$ cat config.mk
export PLATFORM = sky130hd
export DESIGN_NAME = mar_address_sequencer_flat
export DESIGN_NICKNAME = d
export VERILOG_FILES = /design/src/rtl/mar_address_sequencer_if.sv /design/src/rtl/mar_address_sequencer.sv /design/src/flat_wrapper.sv
export SDC_FILE = /design/constraint.sdc
export NUM_CORES = 1
export LEC_CHECK = 0
export ABC_AREA = 1
export CORE_AREA = 2 2 98 100
export CTS_BUF_LIST = sky130_fd_sc_hd__clkbuf_16
export CTS_CLUSTER_SIZE = 20
export DETAILED_ROUTE_END_ITERATION = 10
export DIE_AREA = 0 0 100 102
export GPL_TIMING_DRIVEN = 0
export PLACE_DENSITY = 0.82
export SLEW_MARGIN = 20
export SYNTH_ARGS = -nofsm -noshare
export SYNTH_HDL_FRONTEND = slang
export SYNTH_SLANG_ARGS = --single-unit
$ cat constraint.sdc
create_clock -name FSM_Signal -period 3.5 [get_ports FSM_Signal]
set_input_delay 0.525 -clock FSM_Signal [delete_from_list [all_inputs] [get_ports FSM_Signal]]
set_output_delay 0.525 -clock FSM_Signal [all_outputs]
set_load 0.02 [all_outputs]
$ cat src/rtl/mar_address_sequencer_if.sv
// mar_address_sequencer_if: request handshake and MAR bus between the instruction FSM, the MAR and the sequencer
interface mar_address_sequencer_if;
    logic        start;
    logic        abort;
    logic [2:0]  mode;
    logic [15:0] PC;
    logic [7:0]  X;
    logic [7:0]  Y;
    logic [7:0]  DATA_IN;
    logic        load_MARH;
    logic        load_MARL;
    logic        reset_MAR;
    logic [7:0]  MAR_HIGH;
    logic [7:0]  MAR_LOW;
    logic        pc_inc;
    logic        busy;
    logic        done;
    logic [15:0] EA;
    logic        page_cross;
    modport master (
        output start, abort, mode, PC, X, Y, DATA_IN,
        input  load_MARH, load_MARL, reset_MAR, MAR_HIGH, MAR_LOW, pc_inc, busy, done, EA, page_cross
    );
    modport slave (
        input  start, abort, mode, PC, X, Y, DATA_IN,
        output load_MARH, load_MARL, reset_MAR, MAR_HIGH, MAR_LOW, pc_inc, busy, done, EA, page_cross
    );
endinterface

$ cat src/rtl/mar_address_sequencer.sv
// mar_address_sequencer: 6502 addressing-mode sequencer driving the MAR and producing the effective address
module mar_address_sequencer (
    input  logic                          FSM_Signal,
    input  logic                          reset_ASEQ_n,
    mar_address_sequencer_if.slave        bus
);
    typedef enum logic [3:0] {IDLE, F1, R1, F2, R2, P1, R3, P2, R4, EAS} state_t;
    localparam logic [2:0] ZPX = 3'd1, ABSX = 3'd3, IND = 3'd4, INDX = 3'd5, INDY = 3'd6, IMM = 3'd7;
    state_t      state, nxt;
    logic [2:0]  mode_r, m;
    logic [7:0]  lo_r, idx;
    logic [15:0] ptr_r, ptr_n, base, ea_n, mar_n;
    logic [8:0]  lo_sum;
    logic        pcx_n, load, ab;
    always_comb begin
        m = (state == IDLE) ? bus.mode : mode_r;
        idx = (m == ZPX || m == ABSX) ? bus.X : (m == INDY) ? bus.Y : 8'h00;
        base = (state == R1) ? {8'h00, bus.DATA_IN} : {bus.DATA_IN, lo_r};
        lo_sum = {1'b0, base[7:0]} + {1'b0, idx};
        pcx_n = (m == ABSX || m == INDY) && lo_sum[8];
        ea_n = (state == IDLE) ? bus.PC : (m == ZPX) ? {8'h00, lo_sum[7:0]} : base + {8'h00, idx};
        ptr_n = (state == R2) ? {bus.DATA_IN, lo_r} : {8'h00, (m == INDX) ? bus.DATA_IN + bus.X : bus.DATA_IN};
        ab = bus.abort && state != IDLE;
        case (state)
            IDLE:    nxt = !bus.start ? IDLE : (m == IMM) ? EAS : F1;
            F1:      nxt = R1;
            R1:      nxt = (m <= ZPX) ? EAS : (m <= IND) ? F2 : P1;
            F2:      nxt = R2;
            R2:      nxt = (m == IND) ? P1 : EAS;
            P1:      nxt = R3;
            R3:      nxt = P2;
            P2:      nxt = R4;
            R4:      nxt = EAS;
            default: nxt = IDLE;
        endcase
        if (ab) nxt = IDLE;
        // second pointer fetch never carries into the high byte (6502 page-wrap)
        mar_n = (nxt == P1) ? ptr_n : (nxt == P2) ? {ptr_r[15:8], ptr_r[7:0] + 8'd1} : (nxt == EAS) ? ea_n : bus.PC;
        load = nxt inside {F1, F2, P1, P2, EAS};
    end
    always_ff @(posedge FSM_Signal or negedge reset_ASEQ_n) begin
        if (!reset_ASEQ_n) begin
            state          <= IDLE;
            mode_r         <= '0;
            lo_r           <= '0;
            ptr_r          <= '0;
            bus.busy       <= 1'b0;
            bus.load_MARH  <= 1'b0;
            bus.load_MARL  <= 1'b0;
            bus.reset_MAR  <= 1'b0;
            bus.pc_inc     <= 1'b0;
            bus.done       <= 1'b0;
            bus.MAR_HIGH   <= '0;
            bus.MAR_LOW    <= '0;
            bus.EA         <= '0;
            bus.page_cross <= 1'b0;
        end else begin
            state         <= nxt;
            bus.busy      <= nxt != IDLE;
            bus.load_MARH <= load;
            bus.load_MARL <= load;
            bus.reset_MAR <= ab;
            bus.pc_inc    <= nxt == F1 || nxt == F2 || (nxt == EAS && state == IDLE);
            bus.done      <= nxt == EAS;
            if (load) {bus.MAR_HIGH, bus.MAR_LOW} <= mar_n;
            if (state == IDLE && bus.start) mode_r <= bus.mode;
            if (state == R1 || state == R3) lo_r <= bus.DATA_IN;
            if (nxt == P1) ptr_r <= ptr_n;
            if (nxt == EAS) begin
                bus.EA         <= ea_n;
                bus.page_cross <= pcx_n;
            end
        end
    end
endmodule

$ cat src/flat_wrapper.sv
// flat-port wrapper written by rule: the top's interface ports become plain ports
module mar_address_sequencer_flat 
  (FSM_Signal, reset_ASEQ_n, bus_start, bus_abort, bus_mode, bus_PC, bus_X, bus_Y, bus_DATA_IN, bus_load_MARH, bus_load_MARL, bus_reset_MAR, bus_MAR_HIGH, bus_MAR_LOW, bus_pc_inc, bus_busy, bus_done, bus_EA, bus_page_cross);
  mar_address_sequencer_if bus_i ();
  input  logic FSM_Signal;
  input  logic reset_ASEQ_n;
  input wire logic [$bits(bus_i.start)-1:0] bus_start;
  input wire logic [$bits(bus_i.abort)-1:0] bus_abort;
  input wire logic [$bits(bus_i.mode)-1:0] bus_mode;
  input wire logic [$bits(bus_i.PC)-1:0] bus_PC;
  input wire logic [$bits(bus_i.X)-1:0] bus_X;
  input wire logic [$bits(bus_i.Y)-1:0] bus_Y;
  input wire logic [$bits(bus_i.DATA_IN)-1:0] bus_DATA_IN;
  output wire logic [$bits(bus_i.load_MARH)-1:0] bus_load_MARH;
  output wire logic [$bits(bus_i.load_MARL)-1:0] bus_load_MARL;
  output wire logic [$bits(bus_i.reset_MAR)-1:0] bus_reset_MAR;
  output wire logic [$bits(bus_i.MAR_HIGH)-1:0] bus_MAR_HIGH;
  output wire logic [$bits(bus_i.MAR_LOW)-1:0] bus_MAR_LOW;
  output wire logic [$bits(bus_i.pc_inc)-1:0] bus_pc_inc;
  output wire logic [$bits(bus_i.busy)-1:0] bus_busy;
  output wire logic [$bits(bus_i.done)-1:0] bus_done;
  output wire logic [$bits(bus_i.EA)-1:0] bus_EA;
  output wire logic [$bits(bus_i.page_cross)-1:0] bus_page_cross;
  assign bus_i.start = bus_start;
  assign bus_i.abort = bus_abort;
  assign bus_i.mode = bus_mode;
  assign bus_i.PC = bus_PC;
  assign bus_i.X = bus_X;
  assign bus_i.Y = bus_Y;
  assign bus_i.DATA_IN = bus_DATA_IN;
  assign bus_load_MARH = bus_i.load_MARH;
  assign bus_load_MARL = bus_i.load_MARL;
  assign bus_reset_MAR = bus_i.reset_MAR;
  assign bus_MAR_HIGH = bus_i.MAR_HIGH;
  assign bus_MAR_LOW = bus_i.MAR_LOW;
  assign bus_pc_inc = bus_i.pc_inc;
  assign bus_busy = bus_i.busy;
  assign bus_done = bus_i.done;
  assign bus_EA = bus_i.EA;
  assign bus_page_cross = bus_i.page_cross;
  mar_address_sequencer u_core (.FSM_Signal(FSM_Signal), .reset_ASEQ_n(reset_ASEQ_n), .bus(bus_i));
endmodule
==> metrics.md, run 1 <==
| Metric | Value |
|---|---|
| Worst-margin pin slew | 644 ps |
| WL final | between 15000 and 20000 um |
| Largest net degree at the start of global routing | 42 |
| Mux cell area share after synthesis | 0% |
| DRC viols | 0 |
| Vias per cell | about 5.7 |
| Vias in the first global route | a little over 5000 |
| Reg2reg path depth | 20 |
| Top Family by Delay on Critical Path | simple AND/OR/NAND/NOR gates |
| Sequential area share after synthesis | 35.5% |
| R2R Path End | u_core.bus.MAR_LOW[5] |
| First-pass GRT wire length | 24500 um |
| Antenna fix cells | 0 |
| Power Dens Cells | about 1000 nW/um^2 |
| Leak | 0.00324 uW |
| Top-Level Pins | 86 |
| Distinct cells, synth | 42 |
| Gr ovfl total | 0 |
| Hold Slack | 114 ps |
| Initial DRC count | 411 |
| CTS Root Cell | clkbuf_16 |
| Hold WC Path Type | in2async |
| Crit path buf inv count | 2 |
| CTS max path bufs | 2 |
| CP Class | reg2reg |
| Post-synth top area share | 35.5% |
| Row count | 35 |
| Die Area | 10200 sq um |
| Via count | 5302 |
| Power consumption | 6480 uW |
| Adder-Cell Fraction of Synth Area | 5.20% |
| F_max | 300 MHz |
| Yosys warns | 0 |
| Commonest non-fill, non-tap cells in the layout | nand2_1 (244), clkdlybuf4s50_1 (84), nand3_1 (77), dfrtp_1 (65), inv_1 (61) |
| Clk sink count | 69 |
| R2R Setup Slk | 170 ps |
| Syn Inst Count | 706 |
| Total Routing Usage GR | 31.0% |
| Clk Latency, worst-skew pair | roughly 330 ps |
| Period utilization | between 90 and 100% |
| Number of synthesized flops with an enable pin | 0 |
| Top FF cell, synth | dfrtp_1 |
| I/O Buffers | 85 |
| Worst-path cell chain | nor2_4, nand2_2, buf_6, nand2_1, nand2_2, nor3_4, buf_12, a21oi_1, a21oi_2, ha_1, nand3_1, nand3_1, a21o_1, or2_2, nand3_1, nand2_1, nand2_1, nand3_1, nand2_1, a21oi_1 |
| Final antenna-violating net count | 0 |
| TritonCTS buffer count | 9 |
| Req. time, crit path | 3710 ps |
| Post-CTS Hold Buffers | 0 |
| Crit path DAT | 3540 ps |
| Synth Net Count | just under 800 |
| H-tree level count | 3 |
| Worst Path Max Fanout | 10 |
| Gp weighted congestion | 0.956 |
| Initial Util | 53.4% |
| Commonest non-fill, non-tap cell in the layout | nand2_1 |
| Crit. End Element | flop |
| Fill count | 782 |
| Run status | completed |
| Final Setup Violations | 0 |
| RSZ-0062 raised after global routing | true |
| Tmin final | 3330 ps |
| Yosys reg bits | slightly below 70 |
| Die width | 100 um |
| Slowest CP cell | dfrtp_2 |
| Synthesized area per cell | between 6 and 7 sq um |
| Worst slew margin relative to its limit | 56.8% |
| Post-Synthesis Cell Area | 4860 sq um |
| Largest family of logic cells by synthesized area | simple AND/OR/NAND/NOR gates |
| Synth Area in XOR/XNOR | 2.70% |
| Post-DP HPWL | 11800 um |
| Initial antenna violation count | 0 |
| Total core area | 9110 sq um |
| Area delta synth->final | 30.5% |
| Critical path launch point type | flop |
| Max incr delay on CP | 460 ps |
| CTS tree | done |
| MaxCap Viol Count | 0 |
| Die Span Y | 102 um |
| Main area contributors after synthesis | dfrtp_1 (36%), nand2_1 (19%), nand3_1 (8.2%) |
| Initial DRT Pass Iterations | 5 |
| Average wire per standard cell | 16.8 um |
| VDD IR max | 502 uV |
| Ys async rst share | 100% |
| Clock transition at the registers of the reported paths | about 60 ps |
| Synth Area in Simple Gates | 35.1% |
| Final core occ | 69.7% |
| Worst r2r src | u_core.state[3] |
| Synth Area in Compound Gates | 13.3% |
| Max-slew violation total from the final report | 0 |
| Final Hold Viols | 0 |
| Final setup TNS | 0 ps |
| Worst Skew | 7.18 ps |
| Ratio of cells with drive above 1 in the final layout | 10.9% |
| Cell taking the most area after synthesis | dfrtp_1 |
| Final net count | a little under 900 |
==> flip-flops by register name, summed over array words and instances, names as in the netlist <==
register and cells:
u_core.mode_r 3, u_core.bus.pc_inc 1, u_core.lo_r 8, u_core.bus.reset_MAR 1, u_core.bus.MAR_HIGH 8, u_core.bus.page_cross 1
u_core.bus.load_MARH 1, u_core.state 4, u_core.bus.done 1, u_core.ptr_r 16, u_core.bus.EA 16, u_core.bus.MAR_LOW 8
u_core.bus.busy 1
==> metal layers <==
layer / global-route usage, % / up-vias / wire length, um / share of wire (%)
met5: 0 / - / 0 / 0
met4: 14.8 / 0 / 624 / 4.0
met3: 6.02 / 50 / 1240 / 8.0
met2: 52.1 / 250 / 7360 / 47
met1: 38.8 / 2481 / 6360 / 41
li1: - / 2521 / - / -
==> power breakdown <==
part           leakage, uW  total [uW]  switching [uW]  internal (uW)
sequential        0.000848        1390             234           1160
clock             0.000154         999             371            628
combinational      0.00223        4090            2570           1520
total              0.00324        6480            3170           3310
==> final cells by class <==
type,count,area [sq um],area share (%)
multi-input combinational,548,2810,44.2
sequential,69,1730,27.3
timing repair buffer,95,948,14.9
inverter,68,256,4.04
clock buffer,9,225,3.55
buffer,22,144,2.27
tap,111,139,2.19
clock inverter,7,97.6,1.54
==> per-stage QoR <==
step / worst slack, ps / cells / cell area [sq um]
2_1_floorplan: 434 / 706 / 4860
3_3_place_gp: -357 / 902 / 5850
3_5_place_dp: -324 / 903 / 5870
4_1_cts: 3.29 / 920 / 6230
5_1_grt: -19.6 / 929 / 6350
6_report: 169 / 929 / 6350
==> synthesized netlist by cell type, types with 2 or more instances <==
master and count:
buf_6 5, nand3_1 80, xnor2_1 4, nor2_2 3
nand2_2 7, o211ai_1 2, nand2_1 252, a31oi_1 5
inv_2 5, nor3_1 3, buf_4 4, nor2_4 4
o21bai_1 4, a22o_1 7, xor2_1 11, nand4_1 4
buf_2 6, nor2_1 38, clkbuf_1 6, a21oi_1 49
ha_1 17, a21o_1 2, inv_1 61, o21ai_0 39
or2_2 2, dfrtp_1 69, fa_1 2
==> what timing repair did <==
action,4_1_cts,5_1_grt
buffers inserted,1,8
resized for setup,6,21
endpoints found under the setup margin,11,13
cloned,0,1
pin swaps,2,5
==> worst register-to-register path, cell delays in order (launching register included) <==
cell and delay (ps):
dfrtp_2 460, nor2_4 200, nand2_2 90, buf_6 150, nand2_1 70, nand2_2 70
nor3_4 230, buf_12 150, a21oi_1 70, a21oi_2 180, ha_1 260, nand3_1 80
nand3_1 140, a21o_1 230, or2_2 270, nand3_1 100, nand2_1 60, nand2_1 90
nand3_1 150, nand2_1 90, a21oi_1 60
==> worst max-delay path by stage <==
stage,endpoint,depth (start not counted),startpoint
floorplan,u_core.bus.MAR_LOW[5],19,u_core.state[0]
global placement,u_core.bus.MAR_LOW[3],1,reset_ASEQ_n
detailed placement,u_core.bus.MAR_HIGH[2],21,bus_mode[0]
CTS,u_core.bus.MAR_HIGH[2],22,bus_mode[1]
global route,u_core.bus.MAR_LOW[7],20,u_core.state[3]
finish,u_core.bus.MAR_LOW[5],20,u_core.state[3]
==> kinds of logic after synthesis <==
kind of cell	after synthesis
simple gates	398
compound gates	115
buf+inv	90
flops	69
fa+ha+maj	19
xor+xnor	15
Note: power is estimated with default switching activity, not from simulation.
==> inputs of run 2 (changes only) <==
--- a/config.mk
+++ b/config.mk
@@ -6,13 +6,14 @@
 export NUM_CORES = 1
 export LEC_CHECK = 0
 export ABC_AREA = 1
-export CORE_AREA = 2 2 98 100
+export CORE_AREA = 2 2 84 118
 export CTS_BUF_LIST = sky130_fd_sc_hd__clkbuf_16
 export CTS_CLUSTER_SIZE = 20
 export DETAILED_ROUTE_END_ITERATION = 10
-export DIE_AREA = 0 0 100 102
+export DIE_AREA = 0 0 86 120
 export GPL_TIMING_DRIVEN = 0
-export PLACE_DENSITY = 0.82
+export PLACE_DENSITY = 0.81
+export REMOVE_ABC_BUFFERS = 1
 export SLEW_MARGIN = 20
 export SYNTH_ARGS = -nofsm -noshare
 export SYNTH_HDL_FRONTEND = slang
==> run 2 against run 1 <==
Worst setup slack got worse by 87 ps. Total power fell by 2.1%. Register-to-register slack lost 90 ps. Non-clock buffer count shrank 15. Maximum frequency shrank 2.5%. Clock skew up 0.91 ps. Largest cell class unchanged. Die area grew 1.2%.
==> metrics.md, run 2 (synthesis gave the netlist of run 1 again) <==
| Metric | Value |
|---|---|
| Antenna fix cells | 0 |
| Req. time, crit path | 3720 ps |
| Register area | roughly 1700 sq um |
| Design Area, Final | 6210 sq um |
| WL final | 15300 um |
| Final setup TNS | 0 ps |
| RSZ-0062 raised after global routing | true |
| Run status | completed |
| Power Dens Cells | 1020 nW/um^2 |
| DRC viols | 0 |
| Initial DRT Pass Iterations | 6 |
| Largest net degree at the start of global routing | 45 |
| Biggest regs | u_core.bus.EA x16, u_core.ptr_r x16 |
| CTS tree | done |
| Area of the multi-input gates | ~2800 sq um |
| WL met2 | 7740 um |
| Met3 wire length | 956 um |
| Top-Level Pins | 86 |
| Worst-path cell chain | nor2_4, buf_4, nand3_1, nand2_2, nor3_4, buf_4, a22o_1, ha_1, fa_2, nand2_2, nand3_2, nand3_2, nand2_4, nand2_1, o21ai_0, nand3_1, nand2_1, nand2_1, nand3_1, nand2_1, nand2_1, nand2_1, nand2_1 |
| Critical path launch point type | flop |
| CP Class | reg2reg |
| Average wire per standard cell | 16.8 um |
| Vias in the first global route | 4819 |
| Vias per cell | 5.68 |
| MaxCap Viol Count | 0 |
| Commonest non-fill, non-tap cell in the layout | nand2_1 |
| Gr ovfl total | 0 |
| Tmin final | 3420 ps |
| Worst-margin pin slew | 802 ps |
| Row count | between 40 and 50 |
| Gp weighted congestion | roughly 0.91 |
| Hold WC Path Type | in2async |
| Via count | 5187 |
| Power consumption | 6350 uW |
| VDD IR max | between 600 and 700 uV |
| Clk Latency, worst-skew pair | 340 ps |
| Total Routing Usage GR | 29.5% |
| Fill count | between 700 and 800 |
| Final Hold Viols | 0 |
| Highest routed layer | met4 |
| Worst Path Max Fanout | 8 |
| Clk sink count | slightly below 70 |
| Crit. End Element | flop |
| Final net count | 864 |
| Die width | about 86 um |
| CTS Root Cell | clkbuf_16 |
| Initial antenna violation count | 0 |
| Ratio of cells with drive above 1 in the final layout | 9.59% |
| Final antenna-violating net count | 0 |
| Hold Slack | 109 ps |
| Die Area | 10300 sq um |
| First-pass GRT wire length | 23800 um |
| Max-slew violation total from the final report | 0 |
| Placed cell areas | roughly 5800 sq um |
| Final core occ | between 60% and 70% |
| Period utilization | 97.7% |
| Metal-1 WL | just over 6000 um |
| Die Span Y | 120 um |
| TritonCTS buffer count | 9 |
| Commonest non-fill, non-tap cells in the layout | nand2_1 (246), clkdlybuf4s50_1 (84), nand3_1 (77), dfrtp_1 (65), inv_1 (62) |
| H-tree level count | 3 |
| Post-DP HPWL | 11000 um |
| Slowest CP cell | dfrtp_2 |
| Area delta synth->final | 27.7% |
| I/O Buffers | 85 |
| F_max | 293 MHz |
| CTS max path bufs | 2 |
| Most used cell along the critical path | nand2_1 |
| Initial DRC count | ~410 |
| R2R Setup Slk | 80 ps |
| Crit path DAT | 3640 ps |
| Worst Skew | 8.09 ps |
| Total core area | 9300 sq um |
| Max incr delay on CP | between 400 and 500 ps |
| Leak | 0.00316 uW |
| Initial Util | a little over half |
| Clock transition at the registers of the reported paths | roughly 60 ps |
| Worst slew margin relative to its limit | 46.5% |
| Final Setup Violations | 0 |
==> run 2: cell count changes in the layout (fill, tap and decap cells not counted), sizes merged <==
cell and delta:
clkbuf -5, bufinv -2, clkinvlp +2, buf -10
==> run 2: timing repair <==
item | CTS | global route
setup endpoints to repair | 26 | 24
hold buffers | 0 | 0
pin swaps | 4 | 6
setup buffers | 5 | 10
endpoints found under the hold margin | 0 | 0
gates cloned | 1 | 0
resized for setup | 9 | 14
==> run 2: layout make-up <==
type,instances,share of cell area [%]
flip-flops and latches,69,27.9
well taps,110,2.22
clock buffers,9,3.63
repair buffers,102,16.1
inverters,68,4.19
clock inverters,7,0.705
multi-input cells,548,45.3
==> run 2: final timing paths <==
path / startpoint / cells after the start / to
worst max-delay path: u_core.state[1] / 23 / u_core.bus.MAR_HIGH[2]
worst min register to register: u_core.bus.EA[3] / 2 / u_core.bus.EA[3]
worst max register to register: u_core.state[1] / 23 / u_core.bus.MAR_HIGH[2]
worst min-delay path: reset_ASEQ_n / 1 / u_core.bus.busy
max in group asynchronous: reset_ASEQ_n / 2 / u_core.ptr_r[7]
min in group FSM_Signal: u_core.bus.EA[3] / 2 / u_core.bus.EA[3]
==> run 2: routing by layer <==
| metal | vias to the layer above | GRT usage, % |
|---|---|---|
| li1 | 2487 | - |
| met1 | 2419 | 37.3 |
| met2 | 247 | 50.3 |
| met3 | 34 | 3.71 |
| met5 | - | 0 |
| met4 | 0 | 12.1 |
==> run 2: per-stage QoR <==
step	setup WS (ps)	cells
3_3_place_gp	-743	879
3_5_place_dp	-592	881
2_1_floorplan	396	684
5_1_grt	-136	913
4_1_cts	22.2	903
6_report	81.7	913
==> run 2: report_power, final <==
group | internal, uW | switching, uW
combinational | 1500 | 2640
clock | 475 | 358
sequential | 1160 | 215
total | 3130 | 3210
==> run 2: critical path: cells and delay by family, from the launching register on <==
| kind | cells | cell delay, ps |
|---|---|---|
| and+or+nand+nor | 17 | 1660 |
| adders and majority gates | 2 | 610 |
| DFF | 1 | 440 |
| buffers and inverters | 2 | 310 |
| AOI/OAI and AO/OA | 2 | 260 |
